<file path="src/rtl/nn_tap_window.sv">
// ============================================================================
// Module   : nn_tap_window
// Purpose  : Scales phase-error samples to 9 bits and keeps a 3-tap window plus
//            a feedback tap for the NN loop-filter layer. Define NN_TAP_SAT_EN
//            to clamp out-of-range samples; otherwise they wrap to 9 bits.
// Revision : 1.0 - initial release
// ============================================================================
`default_nettype none

module nn_tap_window #(
    parameter int IN_W  = 12,   // must be >= 9
    parameter int SHIFT = 2
) (
    input  logic                   clk,
    input  logic                   rst_n,
    input  logic                   smp_valid,
    input  logic signed [IN_W-1:0] smp_data,
    input  logic signed [7:0]      fb_in,
    input  logic                   flush,
    output logic signed [8:0]      tap1,
    output logic signed [8:0]      tap2,
    output logic signed [8:0]      tap3,
    output logic signed [8:0]      tap4,
    output logic                   win_valid,
    output logic                   ovf,
    output logic [7:0]             ovf_cnt
);

    typedef enum logic [1:0] {
        EMPTY = 2'd0,
        FILL1 = 2'd1,
        FILL2 = 2'd2,
        RUN   = 2'd3
    } state_t;

    localparam logic [8:0] C_POS_MAX = 9'h0FF;
    localparam logic [8:0] C_NEG_MIN = 9'h100;

    state_t                  r_state;
    state_t                  w_state_nxt;
    logic                    w_accept;
    logic signed [IN_W-1:0]  w_scaled;
    logic [IN_W-9:0]         w_upper;
    logic                    w_in_range;
    logic [8:0]              w_reduced;

    assign w_accept = smp_valid & ~flush;
    assign w_scaled = smp_data >>> SHIFT;

    // In range exactly when every bit above bit 8 replicates the sign bit.
    assign w_upper    = w_scaled[IN_W-1:8];
    assign w_in_range = (&w_upper) | ~(|w_upper);

`ifdef NN_TAP_SAT_EN
    assign w_reduced = w_in_range ? w_scaled[8:0]
                     : (w_scaled[IN_W-1] ? C_NEG_MIN : C_POS_MAX);
`else
    assign w_reduced = w_scaled[8:0];
`endif

    always_comb begin
        w_state_nxt = r_state;
        if (w_accept) begin
            case (r_state)
                EMPTY:   w_state_nxt = FILL1;
                FILL1:   w_state_nxt = FILL2;
                FILL2:   w_state_nxt = RUN;
                default: w_state_nxt = RUN;
            endcase
        end
    end

    always_ff @(posedge clk or negedge rst_n) begin
        if (!rst_n) begin
            r_state <= EMPTY;
        end else if (flush) begin
            r_state <= EMPTY;
        end else begin
            r_state <= w_state_nxt;
        end
    end

    always_ff @(posedge clk or negedge rst_n) begin
        if (!rst_n) begin
            tap1      <= '0;
            tap2      <= '0;
            tap3      <= '0;
            tap4      <= '0;
            win_valid <= 1'b0;
            ovf       <= 1'b0;
            ovf_cnt   <= '0;
        end else if (flush) begin
            tap1      <= '0;
            tap2      <= '0;
            tap3      <= '0;
            tap4      <= '0;
            win_valid <= 1'b0;
            ovf       <= 1'b0;
            ovf_cnt   <= '0;
        end else begin
            win_valid <= w_accept && (w_state_nxt == RUN);
            ovf       <= w_accept && !w_in_range;
            if (w_accept) begin
                tap3 <= tap2;
                tap2 <= tap1;
                tap1 <= w_reduced;
                tap4 <= {fb_in[7], fb_in};
                // Counter saturates rather than wrapping.
                if (!w_in_range && (ovf_cnt != 8'hFF)) begin
                    ovf_cnt <= ovf_cnt + 8'd1;
                end
            end
        end
    end

endmodule

`default_nettype wire

</file>
<file path="config.mk">
export PLATFORM = sky130hd
export DESIGN_NAME = nn_tap_window
export DESIGN_NICKNAME = d
export VERILOG_FILES = /design/src/rtl/nn_tap_window.sv
export SDC_FILE = /design/constraint.sdc
export NUM_CORES = 1
export LEC_CHECK = 0
export ABC_AREA = 1
export CAP_MARGIN = 40
export CORE_MARGIN = 3
export CORE_UTILIZATION = 44
export DETAILED_ROUTE_END_ITERATION = 7
export PLACE_DENSITY = 0.91
export SYNTH_ARGS = -nofsm -noshare
export SYNTH_HDL_FRONTEND = slang
export SYNTH_SLANG_ARGS = --single-unit
</file>
<file path="constraint.sdc">
create_clock -name clk -period 1.9 [get_ports clk]
set_input_delay 0.57 -clock clk [delete_from_list [all_inputs] [get_ports clk]]
set_output_delay 0.57 -clock clk [all_outputs]
set_load 0.01 [all_outputs]
</file>
==> results.py <==
metrics = {
    "routing": {
        "wl_met1_mm": 1.918,
        "drc": 0,
        "wire_per_inst_um": 13.24,
        "avgViaCountPerCell": 4.968,
        "highest_layer": "met4",
        "wl_met3_um": 410,
        "first_pass_iters": 6,
        "met2WireLength_mm": 2.221,
        "routed_wl_mm": 4.581,
        "drt-initial-drc-count": 144,
        "ant_nets": 0,
        "vias": 1719,
    },
    "logic_synthesis": {
        "syn_inst": 219,
        "synth_top_family_by_area": "simple AND/OR/NAND/NOR gates",
        "mappedNetlistArea_um2": 1966,
        "yosysWarnings": 0,
        "ys_seq_elements": 47,
        "synth_fp_nets": 244,
        "synth.yosys.seq_area_share": 0.5983,
        "synth.top_cell.area_share": 0.5983,
        "postSynthAreaPerCell_um2": 8.976,
        "yosys.area_share.simple": 0.2247,
        "synthAdderAreaFrac": 0.006365,
        "synth-compound-area-share": 0.08339,
        "synth.largest_area_cell": "dfrtp_1",
        "synth_xor_area_frac": 0.004456,
        "synth_mux_area_frac": 0,
        "synthTopCellsByArea": "dfrtp_1 (60%), nand2_1 (11%), nand3_1 (6.4%)",
        "ys_types": 21,
    },
    "setup_path": {
        "worstSetupStartpointType": "flip-flop",
        "crit_path_max_fanout": 5,
        "required_ns": 1.33,
        "timing.critical_path.buf_inv": 1,
        "r2r_cells": 8,
        "worstSetupPathType": "reg -> out",
        "crit_slowest_cell": "clkdlybuf4s50_1",
        "cpLargestDelayFamily": "buffers and inverters",
        "cp.depth": 1,
        "crit_chain": "clkdlybuf4s50_1",
        "arrival_ns": 1.27,
        "end_kind": "output pin",
        "crit_path_max_incr_delay_ns": 0.56,
    },
    "cts": {
        "ctsLongestPathBuffers": 2,
        "htreeDepth": 2,
        "hold_buffers": 0,
        "clk_pin_slew_ns": 0.08,
        "cts-root-buf": "clkbuf_8",
        "insertion_delay_ns": 0.29,
        "cts_tree": "done",
        "cts_buffers": 5,
        "cts.sinks": 47,
    },
    "final_layout": {
        "nets": 320,
        "seqCellArea_um2": 1177,
        "finish.instance_area_um2": 2846,
        "most-common-layout-cells": "clkdlybuf4s50_1 (65), nand2_1 (57), dfrtp_1 (46)",
        "drive_gt1_frac": 0.09459,
        "diodes": 0,
        "areaGrowthSynthToFinish_pct": 44.81,
        "nFillCells": 325,
        "final_common_cell": "clkdlybuf4s50_1",
        "multiInputGateArea_um2": 626.9,
    },
    "die": {
        "std_cell_rows": 23,
        "initial_utilization": 0.4743,
        "die_area_um2": 5306,
        "die_w_um": 72.84,
        "io_pins": 70,
        "die_h_um": 72.84,
        "fp.coreArea_um2": 4144,
    },
    "grt": {
        "grt_pass1_vias": 1715,
        "grt_use_total": 0.1886,
        "antenna_found_initial": 0,
        "grt_overflow": 0,
        "grt_pass1_wl_mm": 7.852,
        "grt_max_degree": 32,
    },
    "placed_design": {
        "placed_area_um2": 2724,
        "io_buffers": 67,
        "hpwl_mm": 3.306,
        "place.gp.congestion": 0.7365,
        "pre_cts_ws_ns": 0.02069,
    },
    "hold_path": {
        "hold_path_class": "in -> async",
    },
    "timing": {
        "worst_slack_ns": 0.05769,
        "holdWs_ns": 0.1975,
        "timing.final.hold_violations": 0,
        "setup_tns_ns": 0,
        "rsz0062_at_grt": "false",
        "relSlewSlack": 0.7329,
        "period_needed_ns": 1.842,
        "maxSlewViolCount": 0,
        "fmax_mhz": 542.8,
        "clock-skew-final_ns": 0.004102,
        "finalSetupViolCount": 0,
        "fin_crit_sh": 0.9696,
        "worst_pin_slew_ns": 0.4006,
    },
    "power": {
        "switching_share": 0.2405,
        "p_seq_frac": 0.535,
        "switchingPower_mw": 0.4758,
        "power.internal_mw": 1.502,
        "clockPowerShare": 0.330,
        "leakagePower_nw": 1.354,
        "comb_power_share": 0.135,
        "p_per_area_nw_per_um2": 695.0,
        "ir_drop_v": 0.0005064,
    },
    "run_status": {
        "status": "finished clean",
    },
    "run": {
        "drv_cap": 0,
    },
}
final timing paths:
path,start,slack (ns),endpoint
setup reg to reg,ovf_cnt[0]$_DFFE_PN0P_,0.43,ovf_cnt[0]$_DFFE_PN0P_
max in group asynchronous,rst_n,1.21,ovf_cnt[2]$_DFFE_PN0P_
min in group clk,r_state[1]$_DFF_PN0_,0.51,win_valid$_DFF_PN0_
hold reg to reg,r_state[1]$_DFF_PN0_,0.51,win_valid$_DFF_PN0_
setup / recovery,ovf_cnt[7]$_DFFE_PN0P_,0.06,ovf_cnt[7]
hold / removal,rst_n,0.20,tap4[2]$_DFFE_PN0P_
synthesized netlist by cell type:
library cell,instances
inv_1,29
clkbuf_1,1
a31oi_1,1
nand3_1,25
dfrtp_1,47
ha_1,1
nand2_2,1
inv_2,3
nand2_1,57
nor3_1,1
buf_4,2
nor2_1,8
nor2_4,2
buf_1,1
nand3b_1,1
nand4_1,3
o21ai_0,19
o22ai_1,10
buf_2,4
nor2_2,2
xor2_1,1
power by group through the flow:
stage                     Combinational (mW)  Clock (mW)  Sequential [mW]
after floorplan                       0.0816           0             1.09
after global placement                 0.265           0             1.08
after detailed placement               0.271           0             1.08
after CTS                              0.271       0.672             1.06
after global routing                   0.294       0.722             1.06
final                                  0.267       0.653             1.06
metal layers:
metal,GRT usage,vias to the layer above
li1,-,854
met1,0.2316,805
met2,0.3166,55
met3,0.07025,5
met4,0.04303,0
met5,0,-
area by class of cell:
type | count | area share
inverters | 32 | 0.04220
repair buffers | 77 | 0.2655
well taps | 50 | 0.02198
flip-flops and latches | 47 | 0.4136
clock buffers | 7 | 0.03385
clock inverters | 1 | 0.002637
multi-input cells | 132 | 0.2202
logic make-up (layout without fill, tap and decap cells):
| logic type | after synthesis | in the layout |
|---|---|---|
| AO/OA/AOI/OAI | 30 | 30 |
| buffers and inverters | 40 | 117 |
| AND/OR/NAND/NOR | 100 | 100 |
| flip-flops | 47 | 47 |
| XOR/XNOR | 1 | 1 |
| adder cells (fa/ha/maj) | 1 | 1 |
state kept, by name (all words and copies together) (netlist names):
name and flops:
r_state 2, tap1 9, tap3 9, ovf_cnt 8, tap4 8, tap2 9
ovf 1, win_valid 1
through the flow:
step	instances	utilization	power, mW
floorplan	219	-	1.174
global placement	336	0.6573	1.340
detailed placement	336	0.6573	1.348
CTS	344	0.6824	2.002
global route	346	0.6869	2.079
finish	346	0.6869	1.978
what timing repair did:
item | in CTS | in global routing
buffers inserted | 0 | 2
gates resized for setup | 0 | 2
endpoints found under the setup margin | 0 | 4
Power figures use the tool's default switching activity.
